[src/rtl/down_counter_sequencer.sv]
// down_counter_sequencer
// Start/pause/abort controller around a mod-M down counter that runs R periods.
// A command latches modulus M and repetition count R; the counter walks
// M-1..0 R times, pulsing Tick at each wrap and Done at the end of the run.
// Optional feature macro: DNCTR_AUTO_RELOAD_EN (Reps=0 selects free-running
// mode that only Abort or reset can end). Without it Reps=0 behaves as R=1.
module down_counter_sequencer #(
  parameter int Bit  = 4,
  parameter int RepW = 4
) (
  input  logic            Clk,
  input  logic            Rst,
  input  logic            Start,
  input  logic [Bit-1:0]  Load_val,
  input  logic [RepW-1:0] Reps,
  input  logic            Pause,
  input  logic            Abort,
  output logic [Bit-1:0]  Counter,
  output logic            Busy,
  output logic            Tick,
  output logic            Done,
  output logic            Err
);

  typedef enum logic [1:0] {
    IDLE = 2'd0,
    RUN  = 2'd1,
    HOLD = 2'd2,
    DONE = 2'd3
  } state_t;

  localparam logic [Bit-1:0]  CNT_ONE = {{(Bit-1){1'b0}}, 1'b1};
  localparam logic [RepW-1:0] REP_ONE = {{(RepW-1){1'b0}}, 1'b1};

  state_t          state;
  logic [Bit-1:0]  m_reg;     // latched modulus M
  logic [RepW-1:0] rrem;      // periods remaining, including the current one
  logic            free_run;  // wrap forever, never finish on its own

  // Single-process FSM; every output is a register updated alongside the state.
  always_ff @(posedge Clk) begin
    if (!Rst) begin
      state    <= IDLE;
      m_reg    <= '0;
      rrem     <= '0;
      free_run <= 1'b0;
      Counter  <= '0;
      Busy     <= 1'b0;
      Tick     <= 1'b0;
      Done     <= 1'b0;
      Err      <= 1'b0;
    end else begin
      // Pulses default low; only the branches below raise them for one cycle.
      Tick <= 1'b0;
      Done <= 1'b0;
      Err  <= 1'b0;

      case (state)
        IDLE: begin
          Counter <= '0;
          Busy    <= 1'b0;
          if (Start) begin
            if (Load_val == '0) begin
              // A zero modulus has no valid count window: reject, latch nothing.
              Err <= 1'b1;
            end else begin
              m_reg   <= Load_val;
              Counter <= Load_val - CNT_ONE;
              Busy    <= 1'b1;
              state   <= RUN;
`ifdef DNCTR_AUTO_RELOAD_EN
              free_run <= (Reps == '0);
              rrem     <= Reps;
`else
              free_run <= 1'b0;
              rrem     <= (Reps == '0) ? REP_ONE : Reps;
`endif
            end
          end
        end

        RUN, HOLD: begin
          if (Abort) begin
            // Cancel silently: no Tick, Done or Err for an aborted run.
            state    <= IDLE;
            Counter  <= '0;
            rrem     <= '0;
            free_run <= 1'b0;
            Busy     <= 1'b0;
          end else if (Pause) begin
            // Freeze counter and remaining periods; a pause costs one cycle each.
            state <= HOLD;
            Busy  <= 1'b1;
          end else begin
            // Counting edge; a HOLD release behaves exactly like a RUN edge.
            state <= RUN;
            Busy  <= 1'b1;
            if (Counter != '0) begin
              Counter <= Counter - CNT_ONE;
            end else if (free_run || (rrem > REP_ONE)) begin
              // Period complete with more to go: reload and flag the wrap.
              Counter <= m_reg - CNT_ONE;
              Tick    <= 1'b1;
              if (!free_run) begin
                rrem <= rrem - REP_ONE;
              end
            end else begin
              // Last period complete: final Tick and Done land together in DONE.
              Counter <= '0;
              rrem    <= '0;
              Tick    <= 1'b1;
              Done    <= 1'b1;
              Busy    <= 1'b0;
              state   <= DONE;
            end
          end
        end

        DONE: begin
          // One-cycle completion state; Start is not looked at here.
          Counter <= '0;
          Busy    <= 1'b0;
          state   <= IDLE;
        end

        default: begin
          Counter <= '0;
          Busy    <= 1'b0;
          state   <= IDLE;
        end
      endcase
    end
  end

endmodule

[config.mk]
export PLATFORM = sky130hd
export DESIGN_NAME = down_counter_sequencer
export DESIGN_NICKNAME = d
export VERILOG_FILES = /design/src/rtl/down_counter_sequencer.sv
export SDC_FILE = /design/constraint.sdc
export NUM_CORES = 1
export LEC_CHECK = 0
export ABC_AREA = 1
export CELL_PAD_IN_SITES_DETAIL_PLACEMENT = 0
export CELL_PAD_IN_SITES_GLOBAL_PLACEMENT = 1
export CORE_MARGIN = 5
export CORE_UTILIZATION = 35
export CTS_CLUSTER_DIAMETER = 150
export DETAILED_ROUTE_END_ITERATION = 12
export HOLD_SLACK_MARGIN = 0.03
export PLACE_DENSITY_LB_ADDON = 0.1
export REMOVE_ABC_BUFFERS = 1
export SKIP_LAST_GASP = 1
export SYNTH_ARGS = -nofsm -noshare
export SYNTH_HDL_FRONTEND = slang
export SYNTH_SLANG_ARGS = --single-unit
[constraint.sdc]
create_clock -name Clk -period 1.75 [get_ports Clk]
set_input_delay 0.35 -clock Clk [delete_from_list [all_inputs] [get_ports Clk]]
set_output_delay 0.35 -clock Clk [all_outputs]
set_load 0.1 [all_outputs]
==> impl_summary.log <==
INFO  metric detailroute.via_count = 1,162
INFO  metric fillCellCount = 371
INFO  metric die_w = 68.2 um
INFO  metric max_clock_freq = 0.636 GHz
INFO  metric synthTopCellsByCount = sky130_fd_sc_hd__nand2_1 (35), sky130_fd_sc_hd__inv_1 (27), sky130_fd_sc_hd__nor2_1 (23)
INFO  metric start_util = 35.8%
INFO  metric power.combinational.fraction = 59.6%
INFO  metric final_design_area_no_fill = 1650 um2
INFO  metric post_layout_nonfiller_instances = 256
INFO  metric r2r_cells = 8
INFO  metric clock_tree.root_cell = sky130_fd_sc_hd__clkbuf_4
INFO  metric yosysTopAreaCellShare = 30.4%
INFO  metric fin_worst_skew = 0.00153 ns
INFO  metric clkSinkCount = 18
INFO  metric insertion_delay = 0.30 ns
INFO  metric design.core.area = 3310 um2
INFO  metric drt-pass1-iter-count = 4
INFO  metric p_switching = 0.000988 W
INFO  metric synth_top_cell_by_area = sky130_fd_sc_hd__dfxtp_1
INFO  metric layout.core_utilization = 49.7%
INFO  metric synth_adder_area_share = 10.5%
INFO  metric power_density_over_cell_area = 1260 nW/um2
INFO  metric power.internal = 0.00108 W
INFO  metric slew-limit-headroom = 66.1%
INFO  metric drc = 0
INFO  metric synth_cell_type_count = 20
INFO  metric dp_cells = 252
INFO  metric tritoncts = yes
INFO  metric worst_hold_startpoint = m_reg[1]$_SDFFE_PN0P_
INFO  metric worst-slew-pin-transition = 0.507 ns
INFO  metric end_kind = flop
INFO  metric outcome = completed
INFO  metric synth_xor_xnor_area_share = 2.95%
INFO  metric largest_net_degree_at_the_start_of_global_routing = 15
INFO  metric finalSetupTns = 0 ns
INFO  metric synth_top_cells_by_area = sky130_fd_sc_hd__dfxtp_1 (30%), sky130_fd_sc_hd__nand2_1 (11%), sky130_fd_sc_hd__ha_1 (11%), sky130_fd_sc_hd__inv_1 (8.5%), sky130_fd_sc_hd__o21ai_0 (8.4%)
INFO  metric rows = 21
INFO  metric finish.net_count = 234
INFO  metric worst_hold_path.endpoint = m_reg[1]$_SDFFE_PN0P_
INFO  metric power_leakage = 0.773 nW
INFO  metric die_area = 4650 um2
INFO  metric min_delay_path_depth = 2
INFO  metric mappedNetlistArea = 1190 um2
INFO  metric synth-async-reset-ratio = 0%
INFO  metric r2r-end = Counter[3]$_SDFFE_PN0P_
INFO  metric routed_wl = 2.84 mm
INFO  metric synthCells = 178
INFO  metric reg2reg_slack = 0.18 ns
INFO  metric synth_top_family_by_area = simple AND/OR/NAND/NOR gates
INFO  metric numPortBuffers = 20
INFO  metric power_frac_clock = 12.8%
INFO  metric dp_hpwl = 2.37 mm
INFO  metric cts.clk_slew.worst_paths = 0.11 ns
INFO  metric yosys.area_share.simple = 31.3%
INFO  metric cp-start-kind = flop
INFO  metric grt_first_pass_wirelength = 4.94 mm
INFO  metric drt-wirelength-per-cell = 11.1 um
INFO  metric switching_share = 47.7%
INFO  metric criticalPathCategory = reg2reg
INFO  metric worstHoldPathType = reg2reg
INFO  metric post-route-min-period = 1.57 ns
INFO  metric cts-root-to-sink-buffers = 2
INFO  metric syn_to_final_growth = 38.8%
INFO  metric dpl-instance-area = 1590 um2
INFO  metric number_of_global_route_vias_before_repair = 1,114
INFO  metric antenna_cells_inserted = 0
INFO  metric drive_above_1_share = 17.1%
INFO  metric register_area = 360 um2
INFO  metric final.hold.worst_slack = 0.501 ns
INFO  metric proportion_of_synthesized_chip_area_in_sequential_cells = 30.4%
INFO  metric synth_most_common_cell = sky130_fd_sc_hd__nand2_1
INFO  metric postCtsSetupBuffers = 0
INFO  metric vias_per_cell = 4.54
INFO  metric postSynthRegisterBits = 18
INFO  metric crit_arrival = 1.81 ns
INFO  metric clock_tree.htree_level_count = 1
INFO  metric synth_flop_cell = sky130_fd_sc_hd__dfxtp_1
INFO  metric timing.final.max_slew_violations = 0
INFO  metric globalplace.congestion = 0.868
INFO  metric ant_nets = 0
INFO  metric maxCapViolations = 0
INFO  metric drt_iter0_drc = 80
INFO  metric multi_input_gate_area = 732 um2
INFO  metric grt_setup_unrepaired = false
INFO  metric finalCritPeriodShare = 89.9%
INFO  metric synth_enable_flop_cells = 0
INFO  metric sequentialPowerShare = 27.6%
INFO  metric vdd_ir_drop_max = 473 uV
INFO  metric setup_viol = 0
INFO  metric crit_required = 1.99 ns
INFO  metric io_pins = 21
INFO  metric post_synth.cell_area_avg = 6.66 um2
INFO  metric cts-buffers-inserted = 3
INFO  metric hold_violations = 0
INFO  metric grtUsageTotal = 13.9%
INFO  metric antenna_found_initial = 0
INFO  metric synth.area.mux_share = 0%
INFO  metric synth_warnings = 0
INFO  metric startpoint_of_the_most_critical_register_to_register_path = state[1]$_SDFFE_PN0N_
INFO  metric synth_compound_area_share = 15.0%
INFO  metric grt_remaining_overflow = 0
INFO  metric die_extent_in_y = 68.2 um
INFO  metric critPathMaxFanout = 6
-- logic make-up after synthesis --
group / Yosys count
xor gates and xnor gates: 4
AOI/OAI and AO/OA: 32
adders and majority gates: 10
buffers and inverters: 31
and+or+nand+nor: 83
DFF: 18
-- power by group through the flow --
stage | logic (W) | clock network, W | registers, W
6_report | 0.00124 | 0.000264 | 0.000572
3_3_place_gp | 0.00118 | 0 | 0.000583
5_1_grt | 0.00140 | 0.000289 | 0.000585
2_1_floorplan | 0.000702 | 0 | 0.000735
3_5_place_dp | 0.00120 | 0 | 0.000583
4_1_cts | 0.00120 | 0.000275 | 0.000573
-- placed cells by master (no fill, tap or decap), drive strengths merged --
master and n:
clkbuf 4, inv 30, dfxtp 18, nand3 17, ha 10, nor3 1, o21ai 20, xnor2 4
nor2 26, a21oi 11, clkdlybuf4s50 12, nand2 37, nand4 2, buf 17, o21a 1
-- worst max-delay path: stages (launching register included) --
cell,delay [ns]
sky130_fd_sc_hd__dfxtp_1,0.37
sky130_fd_sc_hd__inv_1,0.09
sky130_fd_sc_hd__ha_4,0.29
sky130_fd_sc_hd__inv_2,0.07
sky130_fd_sc_hd__nor2_4,0.21
sky130_fd_sc_hd__nand2_4,0.09
sky130_fd_sc_hd__nor2_4,0.14
sky130_fd_sc_hd__nand3_1,0.11
sky130_fd_sc_hd__a21oi_2,0.12
-- layout make-up --
type,count,area share (%)
Clock buffer,4,2.20
Multi-Input combinational cell,129,44.5
Tap cell,46,3.50
Sequential cell,18,21.9
Inverter,30,6.84
Timing Repair Buffer,29,21.1
-- per-layer routing --
layer	up-vias	share of wire [%]	GRT usage, %
li1	631	-	-
met4	0	1.6	4.96
met3	6	5.4	2.30
met1	495	50	19.8
met2	30	43	20.7
met5	-	0	0
-- timing repair --
action | 4_1_cts | 5_1_grt
hold buffers | 0 | 0
endpoints found under the hold margin | 0 | 0
resized for setup | 0 | 3
setup endpoints to repair | 0 | 5
-- metrics by stage --
stage / worst slack [ns] / power [W]
after global routing: 0.00286 / 0.00227
final: 0.177 / 0.00207
after global placement: -0.0932 / 0.00176
after detailed placement: -0.134 / 0.00178
after floorplan: -0.305 / 0.00144
after CTS: 0.0880 / 0.00205
-- worst max-delay path by stage --
stage / depth (start not counted) / startpoint / slack (ns) / end
4_1_cts: 8 / state[1]$_SDFFE_PN0N_ / 0.09 / Counter[2]$_SDFFE_PN0P_
3_3_place_gp: 9 / Load_val[0] / -0.09 / rrem[3]$_SDFFE_PN0P_
5_1_grt: 6 / Counter[0]$_SDFFE_PN0P_ / 0.003 / state[1]$_SDFFE_PN0N_
2_1_floorplan: 7 / Counter[0]$_SDFFE_PN0P_ / -0.30 / Counter[2]$_SDFFE_PN0P_
3_5_place_dp: 9 / Load_val[0] / -0.13 / rrem[2]$_SDFFE_PN0P_
6_report: 8 / state[1]$_SDFFE_PN0N_ / 0.18 / Counter[3]$_SDFFE_PN0P_
Note: power is estimated with default switching activity, not from simulation.
